## config.mk

```make
export PLATFORM = sky130hd
export DESIGN_NAME = halflife_input_cond
export DESIGN_NICKNAME = d
export VERILOG_FILES = /design/src/rtl/halflife_input_cond.sv
export SDC_FILE = /design/constraint.sdc
export NUM_CORES = 1
export LEC_CHECK = 0
export BUFFER_PORTS_ARGS = -buffer_cell sky130_fd_sc_hd__buf_4
export CAP_MARGIN = 20
export CELL_PAD_IN_SITES_DETAIL_PLACEMENT = 2
export CELL_PAD_IN_SITES_GLOBAL_PLACEMENT = 2
export CORE_ASPECT_RATIO = 0.5
export CORE_MARGIN = 5
export CORE_UTILIZATION = 36
export DETAILED_ROUTE_END_ITERATION = 7
export PLACE_DENSITY = 0.81
export SYNTH_ARGS = -nofsm -noshare
export SYNTH_HDL_FRONTEND = slang
export SYNTH_SLANG_ARGS = --single-unit
```

## constraint.sdc

```tcl
create_clock -name clk -period 1.76 [get_ports clk]
set_input_delay 0.088 -clock clk [delete_from_list [all_inputs] [get_ports clk]]
set_output_delay 0.088 -clock clk [all_outputs]
set_load 0.03 [all_outputs]
```

## src/rtl/halflife_input_cond.sv

```systemverilog
// halflife_input_cond: synchronizes and debounces the raw up button, mode switches and value nibble
// for the half-life timer core. Optional auto-repeat of up_pulse while held: define HL_AUTOREPEAT_EN.
module halflife_input_cond #(
    parameter int DEB_CYCLES = 50000,
    parameter int DEB_W      = 16,
    parameter int REP_DELAY  = 25000000,
    parameter int REP_PERIOD = 5000000
) (
    input  logic       clk,
    input  logic       rst_n,
    input  logic       btn_raw,
    input  logic [2:0] mode_raw,
    input  logic [3:0] val_raw,
    output logic       up_pulse,
    output logic       pressed,
    output logic [2:0] mode,
    output logic [3:0] val
);

    localparam logic [DEB_W-1:0] DEB_LAST = DEB_W'(DEB_CYCLES - 1);

    typedef enum logic [1:0] {
        IDLE    = 2'd0,
        DEB_ON  = 2'd1,
        HELD    = 2'd2,
        DEB_OFF = 2'd3
    } btn_state_e;

    // Bit 7 is the button, bits 6:4 mode, bits 3:0 value.
    logic [7:0]       meta_d, meta_q;
    logic [7:0]       sync_d, sync_q;
    logic             btn_sync;
    logic [6:0]       bus_sync;

    btn_state_e       state_d, state_q;
    logic [DEB_W-1:0] bcnt_d, bcnt_q;
    logic             pressed_d, pressed_q;
    logic             up_pulse_d, up_pulse_q;

    logic [6:0]       cand_d, cand_q;
    logic [DEB_W-1:0] bcnt2_d, bcnt2_q;
    logic [2:0]       mode_d, mode_q;
    logic [3:0]       val_d, val_q;

`ifdef HL_AUTOREPEAT_EN
    localparam int REP_MAX = (REP_DELAY > REP_PERIOD) ? REP_DELAY : REP_PERIOD;
    localparam int REP_W   = $clog2(REP_MAX + 1);
    localparam logic [REP_W-1:0] REP_DELAY_LAST  = REP_W'(REP_DELAY - 1);
    localparam logic [REP_W-1:0] REP_PERIOD_LAST = REP_W'(REP_PERIOD - 1);

    logic [REP_W-1:0] rcnt_d, rcnt_q;
    logic             rep_first_d, rep_first_q;
`else
    // REP_* only shape the auto-repeat timer, which this build leaves out.
    if (REP_DELAY < 1 || REP_PERIOD < 1) begin : g_rep_unused
    end
`endif

    always_comb begin
        meta_d = {btn_raw, mode_raw, val_raw};
        sync_d = meta_q;
    end

    assign btn_sync = sync_q[7];
    assign bus_sync = sync_q[6:0];

    always_comb begin
        state_d    = state_q;
        bcnt_d     = bcnt_q;
        up_pulse_d = 1'b0;
        case (state_q)
            IDLE: begin
                if (btn_sync) begin
                    state_d = DEB_ON;
                    bcnt_d  = '0;
                end
            end
            DEB_ON: begin
                if (!btn_sync) begin
                    state_d = IDLE;
                end else if (bcnt_q == DEB_LAST) begin
                    state_d    = HELD;
                    up_pulse_d = 1'b1;
                end else begin
                    bcnt_d = bcnt_q + 1'b1;
                end
            end
            HELD: begin
                if (!btn_sync) begin
                    state_d = DEB_OFF;
                    bcnt_d  = '0;
                end
            end
            DEB_OFF: begin
                // A bounce back to 1 returns to HELD silently: the press was already reported.
                if (btn_sync) begin
                    state_d = HELD;
                end else if (bcnt_q == DEB_LAST) begin
                    state_d = IDLE;
                end else begin
                    bcnt_d = bcnt_q + 1'b1;
                end
            end
            default: begin
                state_d = IDLE;
                bcnt_d  = '0;
            end
        endcase

`ifdef HL_AUTOREPEAT_EN
        // Any entry into HELD (press or bounce return) restarts the initial delay.
        rcnt_d      = '0;
        rep_first_d = 1'b1;
        if (state_q == HELD && state_d == HELD) begin
            if (rcnt_q == (rep_first_q ? REP_DELAY_LAST : REP_PERIOD_LAST)) begin
                up_pulse_d  = 1'b1;
                rep_first_d = 1'b0;
            end else begin
                rcnt_d      = rcnt_q + 1'b1;
                rep_first_d = rep_first_q;
            end
        end
`endif

        pressed_d = (state_d == HELD) || (state_d == DEB_OFF);
    end

    // Mode and value debounce as one word so the outputs can never show a torn mix.
    always_comb begin
        cand_d  = cand_q;
        bcnt2_d = bcnt2_q;
        mode_d  = mode_q;
        val_d   = val_q;
        if (bus_sync != cand_q) begin
            cand_d  = bus_sync;
            bcnt2_d = '0;
        end else if (bcnt2_q == DEB_LAST) begin
            {mode_d, val_d} = cand_q;
        end else begin
            bcnt2_d = bcnt2_q + 1'b1;
        end
    end

    always_ff @(posedge clk or negedge rst_n) begin
        if (!rst_n) begin
            meta_q     <= '0;
            sync_q     <= '0;
            state_q    <= IDLE;
            bcnt_q     <= '0;
            pressed_q  <= 1'b0;
            up_pulse_q <= 1'b0;
            cand_q     <= '0;
            bcnt2_q    <= '0;
            mode_q     <= '0;
            val_q      <= '0;
        end else begin
            meta_q     <= meta_d;
            sync_q     <= sync_d;
            state_q    <= state_d;
            bcnt_q     <= bcnt_d;
            pressed_q  <= pressed_d;
            up_pulse_q <= up_pulse_d;
            cand_q     <= cand_d;
            bcnt2_q    <= bcnt2_d;
            mode_q     <= mode_d;
            val_q      <= val_d;
        end
    end

`ifdef HL_AUTOREPEAT_EN
    always_ff @(posedge clk or negedge rst_n) begin
        if (!rst_n) begin
            rcnt_q      <= '0;
            rep_first_q <= 1'b1;
        end else begin
            rcnt_q      <= rcnt_d;
            rep_first_q <= rep_first_d;
        end
    end
`endif

    assign up_pulse = up_pulse_q;
    assign pressed  = pressed_q;
    assign mode     = mode_q;
    assign val      = val_q;

endmodule

```

==> results of run 1 <==
[metal layers]
| layer | up-vias | share of wire, % |
|---|---|---|
| li1 | 1067 | - |
| met1 | 1326 | 40 |
| met5 | - | 0 |
| met2 | 63 | 52 |
| met3 | 31 | 3.4 |
| met4 | 0 | 3.7 |
[placed cells by master (no fill, tap or decap), types with 5 or more instances in the layout]
master                           n
sky130_fd_sc_hd__dfrtp_1        62
sky130_fd_sc_hd__buf_4          46
sky130_fd_sc_hd__nand2_1        23
sky130_fd_sc_hd__nand3_1        12
sky130_fd_sc_hd__o21ai_0        12
sky130_fd_sc_hd__o21ai_1        11
sky130_fd_sc_hd__xor2_1         10
sky130_fd_sc_hd__or3_1           9
sky130_fd_sc_hd__clkbuf_16       9
sky130_fd_sc_hd__dlygate4sd3_1   9
sky130_fd_sc_hd__nand4_1         8
sky130_fd_sc_hd__nor2_1          8
sky130_fd_sc_hd__a21oi_1         8
sky130_fd_sc_hd__mux2_4          7
sky130_fd_sc_hd__inv_1           6
sky130_fd_sc_hd__nor3_1          5
[worst min-delay path by stage]
stage / cells past startpoint / slack (ns) / end
4_1_cts: 2 / 0.27 / bcnt_q[12]
6_report: 2 / 0.25 / meta_q[0]
3_5_place_dp: 1 / 0.08 / bcnt_q[6]
2_1_floorplan: 0 / -0.21 / bcnt2_q[0]
5_1_grt: 2 / 0.30 / meta_q[0]
3_3_place_gp: 1 / 0.06 / bcnt_q[6]
[metrics by stage]
step	power (mW)	cell area, um2	TNS, ns	hold WS [ns]	setup slack, ns
2_1_floorplan	1.68	2950	0	-0.208	0.00643
3_3_place_gp	1.76	3320	0	0.0625	0.0591
3_5_place_dp	1.78	3320	-0.239	0.0827	-0.0384
4_1_cts	3.82	3780	0	0.269	0.00114
5_1_grt	4.00	3900	-1.47	0.305	-0.148
6_report	3.88	3900	-0.859	0.249	-0.131
[worst register-to-register path: stages (launching register included)]
cell,delay [ns]
sky130_fd_sc_hd__dfrtp_1,0.41
sky130_fd_sc_hd__buf_4,0.16
sky130_fd_sc_hd__and3_1,0.22
sky130_fd_sc_hd__nand4_1,0.16
sky130_fd_sc_hd__buf_4,0.19
sky130_fd_sc_hd__or4_1,0.42
sky130_fd_sc_hd__a21oi_1,0.23
[state kept, by name (all words and copies together), names as in the netlist]
register and count:
bcnt2_q 16, bcnt_q 16, cand_q 7, meta_q 8, mode 3, pressed 1, state_q 1, sync_q 8
up_pulse 1, val 4
[what timing repair did]
item,CTS,global route
pin swaps,0,3
hold buffers,9,0
buffers inserted,2,4
endpoints found under the setup margin,11,29
resized for setup,4,22
endpoints found under the hold margin,41,0
[cell type report]
type                       instances  area share, %
tap                              112           3.60
multi-input combinational        178           33.6
sequential                        65           41.8
inverter                           8          0.771
clock buffer                      12           6.58
clock inverter                     4           1.93
timing repair buffer              56           11.7
[cells by family after synthesis]
group           count (synthesis)  share of synthesized area [%]
simple gates                  101                           20.8
mux                             8                           3.91
compound gates                 54                           11.5
fa+ha+maj                       2                          0.849
buf+inv                        24                           3.95
xor+xnor                       13                           3.86
flops                          65                           55.2
[power by group]
group	switching, mW	internal, mW	leakage (nW)
Sequential	0.0638	1.54	0.845
Combinational	0.117	0.0895	0.636
Clock	0.751	1.32	0.155
==> qor.txt, run 1 <==
=========================================================================================
Yosys top cell by area ..................................................... sky130_fd_sc_hd__dfrtp_1
Violations in the final reports ............................................ setup timing
Antenna violation net count after detailed routing .........................            0
Most used routing layer in global routing ..................................         met2
Total area of sequential cells .............................................     1630 um2
Seq cells post-synth .......................................................           65
Arrival time of data at the critical path endpoint .........................      2.14 ns
Worst setup slack after layout .............................................    -0.131 ns
P&R area growth vs syn .....................................................        32.2%
Syn_nets ...................................................................          279
Number of antenna violations at the first check in global routing ..........            0
Layout cells sized above 1 .................................................        31.0%
TritonCTS sink count .......................................................           65
RePlAce Congestion .........................................................        0.798
Top post-synthesis cells by count .......................................... sky130_fd_sc_hd__dfrtp_1 (65), sky130_fd_sc_hd__nand2_1 (25), sky130_fd_sc_hd__nand3_1 (15), sky130_fd_sc_hd__o21ai_0 (13)
Multi-input combinational cell area ........................................     1310 um2
Maximum cell stage delay along the critical path ...........................      0.42 ns
Endpoint type of the worst setup path ......................................         flop
Largest net degree at the start of global routing ..........................           35
Final count of hold timing violations ......................................            0
Cells on worst reg2reg path ................................................            6
Fraction of post-synthesis cell area in the top cell type by area ..........        55.2%
Required time of the worst setup path ......................................      2.01 ns
Register area share after synthesis ........................................        55.2%
Count of final setup violators .............................................           10
Setup CP Type ..............................................................   reg -> reg
Slowest cell on the critical path .......................................... sky130_fd_sc_hd__or4_1
Clock tree root buffer cell ................................................ sky130_fd_sc_hd__clkbuf_16
Count of placed standard cells including taps ..............................          404
Met1 GRT Util ..............................................................        27.3%
Met2 track demand over resource ............................................        40.7%
Die height .................................................................      74.0 um
WL final ...................................................................      11.7 mm
CP dominant cell by count .................................................. sky130_fd_sc_hd__buf_4
DRC viols ..................................................................            0
Count of inserted antenna diode cells ......................................            0
Power per cell area ........................................................   997 nW/um2
Global Route met3 Usage ....................................................        5.34%
Source of the worst register-to-register timing path .......................   bcnt2_q[1]
Critical path cell sequence ................................................ buf_4 -> and3_1 -> nand4_1 -> buf_4 -> or4_1 -> a21oi_1
Number of fill cells in the layout .........................................          821
Initial Utilization ........................................................        36.8%
Worst Setup EP .............................................................  bcnt2_q[15]
Count of final max-slew check failures .....................................            0
Cell variety after synth ...................................................           54
Tot GR Track Use ...........................................................        23.0%
Violation count after the first detailed-routing iteration .................          228
Number of global-route vias before repair ..................................         2846
Mapped cell area ...........................................................     2950 um2
CP top delay family ........................................................ simple AND/OR/NAND/NOR gates
Clock Skew .................................................................   0.00664 ns
Most frequently used flop master after synthesis ........................... sky130_fd_sc_hd__dfrtp_1
Time the worst path needs with I/O delays and setup ........................      1.89 ns
Kind of path behind the tightest hold check ................................  in -> async
Static Leakage .............................................................      1.64 nW
Largest cells by area after synthesis ...................................... sky130_fd_sc_hd__dfrtp_1 (55%), sky130_fd_sc_hd__mux2_4 (3.6%), sky130_fd_sc_hd__nand2_1 (3.2%)
Unrepaired setup endpoints after global routing ............................         true
Slew at the pin with the worst max-slew slack ..............................     0.497 ns
Post-route fraction of the period consumed by the critical path ............         107%
# Max-Cap Violations .......................................................            0
Detailed Routing Iterations Pass 1 .........................................            4
Buffers and inverters on the worst path ....................................            2
Routed wirelength normalized by instance count .............................      26.9 um
Count of H-tree levels built during CTS ....................................            3
Maximum count of clock buffers along a single path .........................            2
Syn. warnings ..............................................................            0
CP Launch Point ............................................................   bcnt2_q[1]
Outcome .................................................................... finished, violations left
Number of buffers added by the clock tree synthesis step ...................            9
Maximum clock frequency ....................................................      529 MHz
Gate count of the mapped netlist ...........................................          267
Endpoint of the worst-slack reg-to-reg timing path .........................  bcnt2_q[15]
Nets .......................................................................          330
Share of the core filled with cells in the final layout ....................        48.7%
Global-route wire length before repair .....................................      17.1 mm
Critical path fanouts, max .................................................            3
Leading cell type by number of instances after synthesis ................... sky130_fd_sc_hd__dfrtp_1
FP Rows ....................................................................           23
Port Buffer Count ..........................................................           18
Worst-case vdd ir drop .....................................................     0.557 mV
Post-synth EDFFs ...........................................................            0
Register clock-pin slew on the reported worst setup and hold paths .........      0.06 ns
Clock tree from TritonCTS ..................................................        built
Die area ...................................................................    10200 um2
Number of placed I/O pins ..................................................           19
Reg2reg setup slack ........................................................     -0.13 ns
Detailed Place HPWL ........................................................      5.57 mm
Die boundary width .........................................................       138 um
Core Region ................................................................     8000 um2
Crit start category ........................................................         flop
Non-filler cells in the finished layout ....................................          435
Worst slew margin relative to its limit ....................................        66.8%
Clock latency reported for the late side of the worst-skew pair ............      0.34 ns
Proportion of register bits with asynchronous set or reset after synthesis .         100%
GRT overflow ...............................................................            0
Vias per std cell ..........................................................         5.72
Mean instance size in the synthesized netlist ..............................     11.0 um2
Count of cell instances traversed by the critical path .....................            6
Routed vias ................................................................         2487
=========================================================================================
No activity file was read; power rests on OpenSTA's default activity.
==> inputs of run 2 (changes only) <==
Settings changed: ABC_AREA set to 1, CORE_UTILIZATION 36 to 39, PLACE_DENSITY 0.81 to 0.9.
Clock period 1.76 ns to 2.2 ns, I/O delays scaled along.
==> run 2 against run 1 <==
Net effect: the flow now finishes without violations; combinational power down 36%; global-route usage up 6.4 points; largest power group unchanged; maximum frequency down 7.6%; synthesized cell count up 41%; critical endpoint is now bcnt_q[8].
==> qor.txt, run 2 <==
=========================================================================================
Clock tree from TritonCTS ..................................................        built   unchanged
Post-synth EDFFs ...........................................................            0   unchanged
Routed vias ................................................................         2866   was 2487
Kind of path behind the tightest hold check ................................   reg -> reg   was in -> async
Most frequently used flop master after synthesis ........................... sky130_fd_sc_hd__dfrtp_1   unchanged
Count of placed standard cells including taps ..............................          493   was 404
Final total negative setup slack ...........................................         0 ns   was -0.859 ns
Violation count after the first detailed-routing iteration .................          175   was 228
Nets .......................................................................          417   was 330
Buffers and inverters on the worst path ....................................            0   was 2
FP Rows ....................................................................           22   was 23
Count of final setup violators .............................................            0   was 10
Non-filler cells in the finished layout ....................................          518   was 435
Required time of the worst setup path ......................................      2.46 ns   was 2.01 ns
Tot GR Track Use ...........................................................        29.3%   was 23.0%
Number of global-route vias before repair ..................................         3348   was 2846
WHS Path Cells .............................................................            0
Port Buffer Count ..........................................................           18   unchanged
Seq cells post-synth .......................................................           65   unchanged
Core Region ................................................................     7490 um2   was 8000 um2
Crit start category ........................................................         flop   unchanged
Count of inserted antenna diode cells ......................................            0   unchanged
Gate count of the mapped netlist ...........................................          376   was 267
Global-route wire length before repair .....................................      20.9 mm   was 17.1 mm
Register clock-pin slew on the reported worst setup and hold paths .........      0.06 ns   about the same
Mapped cell area ...........................................................     3070 um2   was 2950 um2
Setup CP Type ..............................................................   reg -> reg   unchanged
# Max-Cap Violations .......................................................            0   unchanged
RePlAce Congestion .........................................................        0.861   was 0.798
Leading registers by flop count ............................................ bcnt2_q x16, bcnt_q x16   unchanged
Slew at the pin with the worst max-slew slack ..............................     0.877 ns   was 0.497 ns
Detailed Routing Iterations Pass 1 .........................................            4   unchanged
Fraction of post-synthesis cell area in the top cell type by area ..........        53.0%   was 55.2%
Antenna violation net count after detailed routing .........................            0   unchanged
Maximum cell stage delay along the critical path ...........................      0.49 ns   was 0.42 ns
P&R area growth vs syn .....................................................        21.1%   was 32.2%
Number of fill cells in the layout .........................................          839   was 821
Final count of hold timing violations ......................................            0   unchanged
Proportion of register bits with asynchronous set or reset after synthesis .         100%   unchanged
Critical path fanouts, max .................................................           22   was 3
Arrival time of data at the critical path endpoint .........................      2.30 ns   was 2.14 ns
Number of placed I/O pins ..................................................           19   unchanged
WL final ...................................................................      13.1 mm   was 11.7 mm
Detailed Place HPWL ........................................................      7.10 mm   was 5.57 mm
Post-route fraction of the period consumed by the critical path ............        93.0%   was 107%
CP dominant cell by count .................................................. sky130_fd_sc_hd__nand2_1   was sky130_fd_sc_hd__buf_4
DRC viols ..................................................................            0   unchanged
Power per cell area ........................................................   808 nW/um2   was 997 nW/um2
Cells on worst reg2reg path ................................................            7   was 6
Vias per std cell ..........................................................         5.53   was 5.72
Largest cells by area after synthesis ...................................... sky130_fd_sc_hd__dfrtp_1 (53%), sky130_fd_sc_hd__nand2_1 (13%), sky130_fd_sc_hd__nor2_1 (6.6%)   was sky130_fd_sc_hd__dfrtp_1 (55%), sky130_fd_sc_hd__mux2_4 (3.6%), sky130_fd_sc_hd__nand2_1 (3.2%)
GRT overflow ...............................................................            0   unchanged
Most frequent cells in the layout .......................................... sky130_fd_sc_hd__nand2_1 (105), sky130_fd_sc_hd__dfrtp_1 (65), sky130_fd_sc_hd__nor2_1 (54)   was sky130_fd_sc_hd__dfrtp_1 (62), sky130_fd_sc_hd__buf_4 (46), sky130_fd_sc_hd__nand2_1 (23)
Count of final max-slew check failures .....................................            0   unchanged
Worst slew margin relative to its limit ....................................        41.5%   was 66.8%
Clock latency reported for the late side of the worst-skew pair ............      0.35 ns   was 0.34 ns
Count of H-tree levels built during CTS ....................................            3   unchanged
Endpoint type of the worst setup path ......................................         flop   unchanged
Die area ...................................................................     9850 um2   was 10200 um2
Initial Utilization ........................................................        41.0%   was 36.8%
Maximum count of clock buffers along a single path .........................            2   unchanged
Outcome .................................................................... finished clean   was finished, violations left
Unrepaired setup endpoints after global routing ............................        false   was true
CP top delay family ........................................................ simple AND/OR/NAND/NOR gates   unchanged
Slowest cell on the critical path .......................................... sky130_fd_sc_hd__dfrtp_1   was sky130_fd_sc_hd__or4_1
Clock Skew .................................................................   0.00893 ns   was 0.00664 ns
Maximum clock frequency ....................................................      489 MHz   was 529 MHz
Syn. warnings ..............................................................            0   unchanged
Die boundary width .........................................................       135 um   was 138 um
Number of buffers added by the clock tree synthesis step ...................            9   unchanged
Top post-synthesis cells by count .......................................... sky130_fd_sc_hd__nand2_1 (105), sky130_fd_sc_hd__dfrtp_1 (65), sky130_fd_sc_hd__nor2_1 (54), sky130_fd_sc_hd__inv_1 (35), sky130_fd_sc_hd__nand3_1 (29)   was sky130_fd_sc_hd__dfrtp_1 (65), sky130_fd_sc_hd__nand2_1 (25), sky130_fd_sc_hd__nand3_1 (15), sky130_fd_sc_hd__o21ai_0 (13)
Time the worst path needs with I/O delays and setup ........................      2.05 ns   was 1.89 ns
Register area share after synthesis ........................................        53.0%   was 55.2%
Largest net degree at the start of global routing ..........................           66   was 35
Most frequent standard cell in the layout excluding fill and tap cells ..... sky130_fd_sc_hd__nand2_1   was sky130_fd_sc_hd__dfrtp_1
Routed wirelength normalized by instance count .............................      25.3 um   was 26.9 um
Worst-case vdd ir drop .....................................................     0.592 mV   was 0.557 mV
Critical path cell sequence ................................................ ha_1 -> nand2_2 -> nor2_4 -> nand3_1 -> nand2_4 -> nand2_1 -> nand2_1   was buf_4 -> and3_1 -> nand4_1 -> buf_4 -> or4_1 -> a21oi_1
Clock tree root buffer cell ................................................ sky130_fd_sc_hd__clkbuf_16   unchanged
Static Leakage .............................................................      1.67 nW   was 1.64 nW
Cell variety after synth ...................................................           26   was 54
Count of cell instances traversed by the critical path .....................            7   was 6
Die height .................................................................      72.7 um   was 74.0 um
Mean instance size in the synthesized netlist ..............................     8.16 um2   was 11.0 um2
Yosys top cell by area ..................................................... sky130_fd_sc_hd__dfrtp_1   unchanged
Number of antenna violations at the first check in global routing ..........            1   was 0
Layout cells sized above 1 .................................................        11.2%   was 31.0%
TritonCTS sink count .......................................................           65   unchanged
Syn_nets ...................................................................          388   was 279
Leading cell type by number of instances after synthesis ................... sky130_fd_sc_hd__nand2_1   was sky130_fd_sc_hd__dfrtp_1
=========================================================================================
[run 2: cell count changes in the layout (fill, tap and decap cells not counted), sizes merged, moves of 8 or more]
cell,change
nand2,+83
nor2,+51
inv,+29
buf,-27
nand3,+15
or3,-9
nor3,+8
o21ai,-8
[run 2: cell families after synthesis]
family,Yosys count,share of synthesized area (%)
AO/OA/AOI/OAI,24,4.28
XOR/XNOR,16,4.57
adder cells (fa/ha/maj),2,0.816
buffers and inverters,48,6.36
flip-flops,65,53.0
AND/OR/NAND/NOR,221,31.0
[run 2: repair_timing]
| action | 4_1_cts | 5_1_grt |
|---|---|---|
| setup buffers | 0 | 0 |
| gates resized for setup | 0 | 1 |
| endpoints found under the hold margin | 73 | 0 |
| hold buffers | 9 | 0 |
| setup endpoints to repair | 0 | 6 |
[run 2: where the power goes]
part / total, mW / internal (mW) / switching (mW)
combinational: 0.132 / 0.0469 / 0.0855
sequential: 1.26 / 1.23 / 0.0363
clock: 1.61 / 1.06 / 0.554
[run 2: path summary, 6_finish.rpt]
kind                                   end       from  slack, ns
worst max register to register   bcnt_q[8]  bcnt_q[0]       0.15
worst max-delay path             bcnt_q[8]  bcnt_q[0]       0.15
max in group asynchronous       bcnt_q[13]      rst_n       1.18
worst min-delay path             sync_q[3]  meta_q[3]       0.36
min in group asynchronous        bcnt_q[8]      rst_n       0.41
worst min register to register   sync_q[3]  meta_q[3]       0.36
[run 2: final cells by class]
| cell class | instances | area (um2) | area share, % |
|---|---|---|---|
| well taps | 108 | 135 | 3.64 |
| flip-flops and latches | 65 | 1630 | 43.8 |
| clock inverters | 2 | 60.1 | 1.62 |
| multi-input cells | 263 | 1250 | 33.7 |
| inverters | 37 | 139 | 3.74 |
| repair buffers | 29 | 240 | 6.46 |
| clock buffers | 14 | 264 | 7.10 |
[run 2: per-layer routing]
| layer | global-route usage (%) | part of all wire, % | vias to the layer above | wire length [um] |
|---|---|---|---|---|
| met5 | 0 | 0.099 | - | 13 |
| met3 | 7.92 | 4.2 | 45 | 552 |
| met2 | 52.5 | 50 | 100 | 6600 |
| met4 | 14.3 | 4.3 | 2 | 561 |
| li1 | - | - | 1246 | - |
| met1 | 32.9 | 41 | 1473 | 5390 |
[run 2: stage by stage]
step,utilization [%],instance area [um2],hold WS [ns],power [mW],setup slack [ns]
finish,49.6,3720,0.359,3.00,0.153
global route,49.6,3720,0.363,3.09,0.0285
CTS,49.6,3710,0.358,3.00,0.182
detailed placement,44.0,3300,0.221,1.38,0.371
global placement,44.0,3300,0.219,1.37,0.537
floorplan,-,3070,-0.186,1.32,0.719
